### src/rtl/sequence_game_pkg.sv
// Shared state encodings and LFSR constants for the growing-sequence memory game.
package sequence_game_pkg;

    typedef enum logic [3:0] {
        S_IDLE         = 4'd0,
        S_EXTEND       = 4'd1,
        S_PLAY_ON      = 4'd2,
        S_PLAY_GAP     = 4'd3,
        S_WAIT_KEY     = 4'd4,
        S_CHECK        = 4'd5,
        S_WAIT_RELEASE = 4'd6,
        S_WON          = 4'd7,
        S_LOST         = 4'd8
    } state_e;

    // Fibonacci taps 16,14,13,11 as bit positions 15,13,12,10
    localparam logic [15:0] LFSR_TAPS = 16'hB400;

    function automatic logic [15:0] lfsr_next(input logic [15:0] v);
        return {v[14:0], ^(v & LFSR_TAPS)};
    endfunction

endpackage

### src/rtl/sequence_game_core_phase_timer.sv
// Loadable down-counter; done is high while the count sits at zero.
module phase_timer #(
    parameter int TW = 8
) (
    input  logic          clk,
    input  logic          reset,
    input  logic          load,
    input  logic [TW-1:0] load_val,
    output logic          done
);

    logic [TW-1:0] cnt_q, cnt_d;

    always_comb begin
        cnt_d = cnt_q;
        if (load)
            cnt_d = load_val;
        else if (cnt_q != '0)
            cnt_d = cnt_q - 1'b1;
    end

    always_ff @(posedge clk or posedge reset) begin
        if (reset) cnt_q <= '0;
        else       cnt_q <= cnt_d;
    end

    assign done = (cnt_q == '0);

endmodule

### src/rtl/sequence_game_core.sv
// Growing-sequence ("Simon") game: extend, play back with timed note/gap phases,
// then check the player's presses one by one under a response timeout.
module sequence_game_core
    import sequence_game_pkg::*;
#(
    parameter int          NUM_KEYS       = 4,
    parameter int          MAX_LEN        = 16,
    parameter int          NOTE_CYCLES    = 25000000,
    parameter int          GAP_CYCLES     = 12500000,
    parameter int          TIMEOUT_CYCLES = 250000000,
    parameter logic [15:0] SEED           = 16'hACE1,
    localparam int         NW             = $clog2(NUM_KEYS),
    localparam int         LW             = $clog2(MAX_LEN + 1)
) (
    input  logic                clk,
    input  logic                reset,
    input  logic                start,
    input  logic [NUM_KEYS-1:0] key_in,
    output logic [NUM_KEYS-1:0] note_out,
    output logic [3:0]          state_out,
    output logic [LW-1:0]       level,
    output logic                won,
    output logic                lost
);

    localparam int AW    = $clog2(MAX_LEN);
    localparam int MAX_A = (NOTE_CYCLES > GAP_CYCLES) ? NOTE_CYCLES : GAP_CYCLES;
    localparam int MAXC  = (MAX_A > TIMEOUT_CYCLES) ? MAX_A : TIMEOUT_CYCLES;
    localparam int TW    = (MAXC > 1) ? $clog2(MAXC) : 1;

    state_e              state_q, state_d;
    logic [LW-1:0]       level_q, level_d;
    logic [LW-1:0]       idx_q, idx_d;
    logic [15:0]         lfsr_q, lfsr_d;
    logic [NUM_KEYS-1:0] prev_keys_q, prev_keys_d;
    logic [NUM_KEYS-1:0] cap_q, cap_d;
    logic [NW-1:0]       mem_q [MAX_LEN];
    logic [NW-1:0]       mem_d [MAX_LEN];

    logic [NUM_KEYS-1:0] exp_oh;
    logic [NW-1:0]       new_note, cur_note;
    logic                press, last, t_load, t_done;
    logic [TW-1:0]       t_val;

    // One timer serves note, gap and response phases; each phase loads it on entry
    phase_timer #(.TW(TW)) u_timer (
        .clk      (clk),
        .reset    (reset),
        .load     (t_load),
        .load_val (t_val),
        .done     (t_done)
    );

    assign new_note    = NW'(lfsr_q[NW-1:0] % NUM_KEYS);
    assign cur_note    = mem_q[idx_q[AW-1:0]];
    assign press       = (prev_keys_q == '0) && (key_in != '0);
    assign last        = (idx_q == level_q - 1'b1);
    assign lfsr_d      = lfsr_next(lfsr_q);
    assign prev_keys_d = key_in;

    always_comb begin
        exp_oh           = '0;
        exp_oh[cur_note] = 1'b1;
    end

    always_comb begin
        state_d = state_q;
        level_d = level_q;
        idx_d   = idx_q;
        cap_d   = cap_q;
        mem_d   = mem_q;
        t_load  = 1'b0;
        t_val   = '0;
        case (state_q)
            S_IDLE, S_WON, S_LOST: begin
                if (start) begin
                    state_d = S_EXTEND;
                    level_d = '0;
                end
            end
            S_EXTEND: begin
                mem_d[level_q[AW-1:0]] = new_note;
                level_d = level_q + 1'b1;
                idx_d   = '0;
                state_d = S_PLAY_ON;
                t_load  = 1'b1;
                t_val   = TW'(NOTE_CYCLES - 1);
            end
            S_PLAY_ON: begin
                if (t_done) begin
                    state_d = S_PLAY_GAP;
                    t_load  = 1'b1;
                    t_val   = TW'(GAP_CYCLES - 1);
                end
            end
            S_PLAY_GAP: begin
                if (t_done) begin
                    t_load = 1'b1;
                    if (last) begin
                        state_d = S_WAIT_KEY;
                        idx_d   = '0;
                        t_val   = TW'(TIMEOUT_CYCLES - 1);
                    end else begin
                        state_d = S_PLAY_ON;
                        idx_d   = idx_q + 1'b1;
                        t_val   = TW'(NOTE_CYCLES - 1);
                    end
                end
            end
            S_WAIT_KEY: begin
                // A press on the final allowed cycle still wins over the timeout
                if (press) begin
                    cap_d   = key_in;
                    state_d = S_CHECK;
                end else if (t_done) begin
                    state_d = S_LOST;
                end
            end
            S_CHECK: begin
                state_d = (cap_q == exp_oh) ? S_WAIT_RELEASE : S_LOST;
            end
            S_WAIT_RELEASE: begin
                if (key_in == '0) begin
                    if (last) begin
                        state_d = (level_q == LW'(MAX_LEN)) ? S_WON : S_EXTEND;
                    end else begin
                        state_d = S_WAIT_KEY;
                        idx_d   = idx_q + 1'b1;
                        t_load  = 1'b1;
                        t_val   = TW'(TIMEOUT_CYCLES - 1);
                    end
                end
            end
            default: state_d = S_IDLE;
        endcase
    end

    always_ff @(posedge clk or posedge reset) begin
        if (reset) begin
            state_q     <= S_IDLE;
            level_q     <= '0;
            idx_q       <= '0;
            lfsr_q      <= SEED;
            prev_keys_q <= '0;
            cap_q       <= '0;
            mem_q       <= '{default: '0};
        end else begin
            state_q     <= state_d;
            level_q     <= level_d;
            idx_q       <= idx_d;
            lfsr_q      <= lfsr_d;
            prev_keys_q <= prev_keys_d;
            cap_q       <= cap_d;
            mem_q       <= mem_d;
        end
    end

    always_comb begin
        case (state_q)
            S_PLAY_ON:  note_out = exp_oh;
            S_PLAY_GAP: note_out = '0;
            default:    note_out = key_in;
        endcase
    end

    assign state_out = state_q;
    assign level     = level_q;
    assign won       = (state_q == S_WON);
    assign lost      = (state_q == S_LOST);

endmodule

### config.mk
export PLATFORM = sky130hd
export DESIGN_NAME = sequence_game_core
export DESIGN_NICKNAME = d
export VERILOG_FILES = /design/src/rtl/sequence_game_pkg.sv /design/src/rtl/sequence_game_core_phase_timer.sv /design/src/rtl/sequence_game_core.sv
export SDC_FILE = /design/constraint.sdc
export NUM_CORES = 1
export LEC_CHECK = 0
export ABC_CLOCK_PERIOD_IN_PS = 5100
export CORE_UTILIZATION = 60
export CTS_CLUSTER_SIZE = 25
export DETAILED_ROUTE_END_ITERATION = 8
export GPL_TIMING_DRIVEN = 0
export PLACE_DENSITY = 0.91
export SKIP_CTS_REPAIR_TIMING = 1
export SYNTH_ARGS = -nofsm -noshare
export SYNTH_HDL_FRONTEND = slang
export SYNTH_SLANG_ARGS = --single-unit
### constraint.sdc
create_clock -name clk -period 5.1 [get_ports clk]
set_input_delay 1.02 -clock clk [delete_from_list [all_inputs] [get_ports clk]]
set_output_delay 1.02 -clock clk [all_outputs]
set_load 0.1 [all_outputs]
==> run metrics <==
Post-DP Area=5450 sq um; Fmax achieved=0.216 GHz; power per cell area=513 nW/um^2; area share of fa/ha/maj cells after synthesis=1.97%; detailed-route DRC error count=0; Layout Utilization=69.1%; top-area cell type share of the netlist area=44.3%; Via-to-Cell Ratio=6.36; worst path bufs/invs=3; boundary pin count=22; Final Hold Vio Count=0; starting utilization of the core area=61.9%; list of most frequent post-synthesis cells=dfrtp_1 (90), nand2_1 (48), mux2_2 (37), nor2_1 (32); cell repeated most along the worst path=mux2i_1; largest net degree at the start of global routing=52; total routing usage reported by global routing=28.5%; post-synth top area cell=dfrtp_1; total negative slack=0 ps; ys flop type=dfrtp_1; Max transition margin=33.0%; die area=8840 sq um; Compound-Gate Fraction of Synth Area=8.76%; fraction of synthesized cell area in xor and xnor cells=6.03%; clock transition at the registers of the reported paths=90 ps; total via count in the routed design=3888; core region area=8220 sq um; clk root buf=clkbuf_8; clock tree from TritonCTS=done; class of the most critical setup path=flop to primary output; number of placement rows=33; CP max stage delay=1150 ps; Tmin final=4640 ps; # nets final=516; clock insertion delay at the later pin of the skew report=370 ps; total global routing overflow=0; leading cell type by number of instances after synthesis=dfrtp_1; total wirelength of the detailed-routed design=11700 microns; Crit-path slowest cell=clkdlybuf4s50_1; main combinational cell family by area after synthesis=simple AND/OR/NAND/NOR gates; Worst-Margin Slew=1000 ps; static leakage=2.42 nW; Synth Register Bits=98; DR iter-0 viols=380; post-detail-place hpwl=8120 microns; Mapped Nets=483; initial antenna violation count=0; library cells used by synthesis=58; die span in y=94.0 microns; max-cap violation count=0; area growth from synthesis to layout=11.8%; mux cell area share after synthesis=13.6%; fraction of registers with async set or reset after synthesis=100%; required time reported for the critical path endpoint=4080 ps; cell area after layout=5680 sq um; share of the clock period used by the worst path=91.0%; Clock Tree Buf Depth=2; cell breakdown of the critical path=buf_2 > mux4_2 > mux2i_1 > mux2i_1 > inv_1 > nand2_1 > o21ai_0 > clkdlybuf4s50_1; routed wirelength normalized by instance count=19.1 microns; RSZ-0062 raised after global routing=no; final RePlAce weighted congestion=0.862; Slew Viols, Final=0; Warnings, synthesis=0; top cell family by delay on the critical path=buffers and inverters; Inserted Clock Buffers=9; number of enable-type register cells in the synthesized netlist=0; Synth Area per Inst=10.9 sq um; worst hold path class=flop to flop; first drt pass iteration count=5; final setup fails=0; total power=2.92 mW; sequential area share after synthesis=48.4%; type of element capturing the critical path=primary output; outcome=finished, final reports clean; share of cells above drive strength 1=19.0%; antenna violation net count after detailed routing=0; Syn Std Cell Area=5080 sq um; Worst Path Arrival=3620 ps; H-Tree Depth=3; critical path startpoint category=flop; gate count after technology mapping=468; Simple-Gate Fraction of Synth Area=18.5%; PortBufs=21; via count of the first global-routing pass=3876; Die W=94.0 microns; Layout fillers=573; maximum vdd drop=0.249 mV; Max FO, Critical Path=10; setup clock skew after layout=6.47 ps; clock tree sinks=98; cell types occupying the most area after synthesis=dfrtp_1 (44%), mux2_2 (8.2%), dfstp_2 (4.1%); final antenna diode count=0; wire length of the first global-routing pass=19100 microns
[placed cells by master, fill, tap and decap left out, types with 9 or more instances in the layout]
cell type        count
clkbuf_8            10
clkbuf_1            12
nor3_1              13
xnor2_1             20
xor2_1              15
a21oi_1             20
or3_1                9
dfrtp_1             90
clkdlybuf4s50_1     21
inv_1               12
mux4_2               9
mux2_2              37
nand3_1             20
nor2_1              32
nand2_1             48
[cells by family after synthesis]
kind of cell	count (synthesis)
adder cells (fa/ha/maj)	8
AO/OA/AOI/OAI	65
XOR/XNOR	35
buffers and inverters	33
flip-flops	98
multiplexers	53
AND/OR/NAND/NOR	176
[state kept, by name, summed over array words and instances, names as in the netlist]
name and count:
idx_q 5, u_timer.cnt_q 28, mem_q 32, state_out 4
cap_q 4, prev_keys_q 4, level 5, lfsr_q 16
[area by class of cell]
cell class                      instances  area [sq um]  area share [%]
Multi-Input combinational cell        337          2480            43.7
Timing Repair Buffer                   22           238            4.19
Buffer                                 20          87.6            1.54
Sequential cell                        98          2460            43.3
Inverter                               13          51.3           0.903
Tap cell                              105           131            2.31
Clock buffer                           11           141            2.49
Clock inverter                          5          85.1            1.50
[through the flow]
step | hold slack, ps | cells | setup slack [ps]
CTS | 363 | 611 | 456
detailed placement | 339 | 595 | 896
global route | 369 | 611 | 275
global placement | 334 | 594 | 261
floorplan | 331 | 468 | 247
finish | 355 | 611 | 460
[report_power, final]
part	switching, mW	leakage [nW]	internal (mW)	total [mW]
Combinational	0.956	1.05	0.428	1.38
Sequential	0.0983	1.25	0.866	0.964
Clock	0.275	0.111	0.293	0.569
[path summary, 6_finish.rpt]
kind	startpoint	to	slack (ps)	cells past startpoint
setup / recovery	idx_q[0]	note_out[0]	460	8
hold / removal	lfsr_q[8]	lfsr_q[9]	350	0
setup reg to reg	level[0]	u_timer.cnt_q[23]	2130	7
hold reg to reg	lfsr_q[8]	lfsr_q[9]	350	0
max in group asynchronous	reset	lfsr_q[6]	3310	3
min in group asynchronous	reset	u_timer.cnt_q[2]	1090	2
[routing by layer]
layer | GRT usage (%) | vias up | part of all wire (%)
li1 | - | 1739 | -
met1 | 36.2 | 1932 | 40
met2 | 46.9 | 190 | 52
met3 | 5.50 | 27 | 6.6
met4 | 13.8 | 0 | 2.1
met5 | 0 | - | 0
No activity file was read; power rests on OpenSTA's default activity.
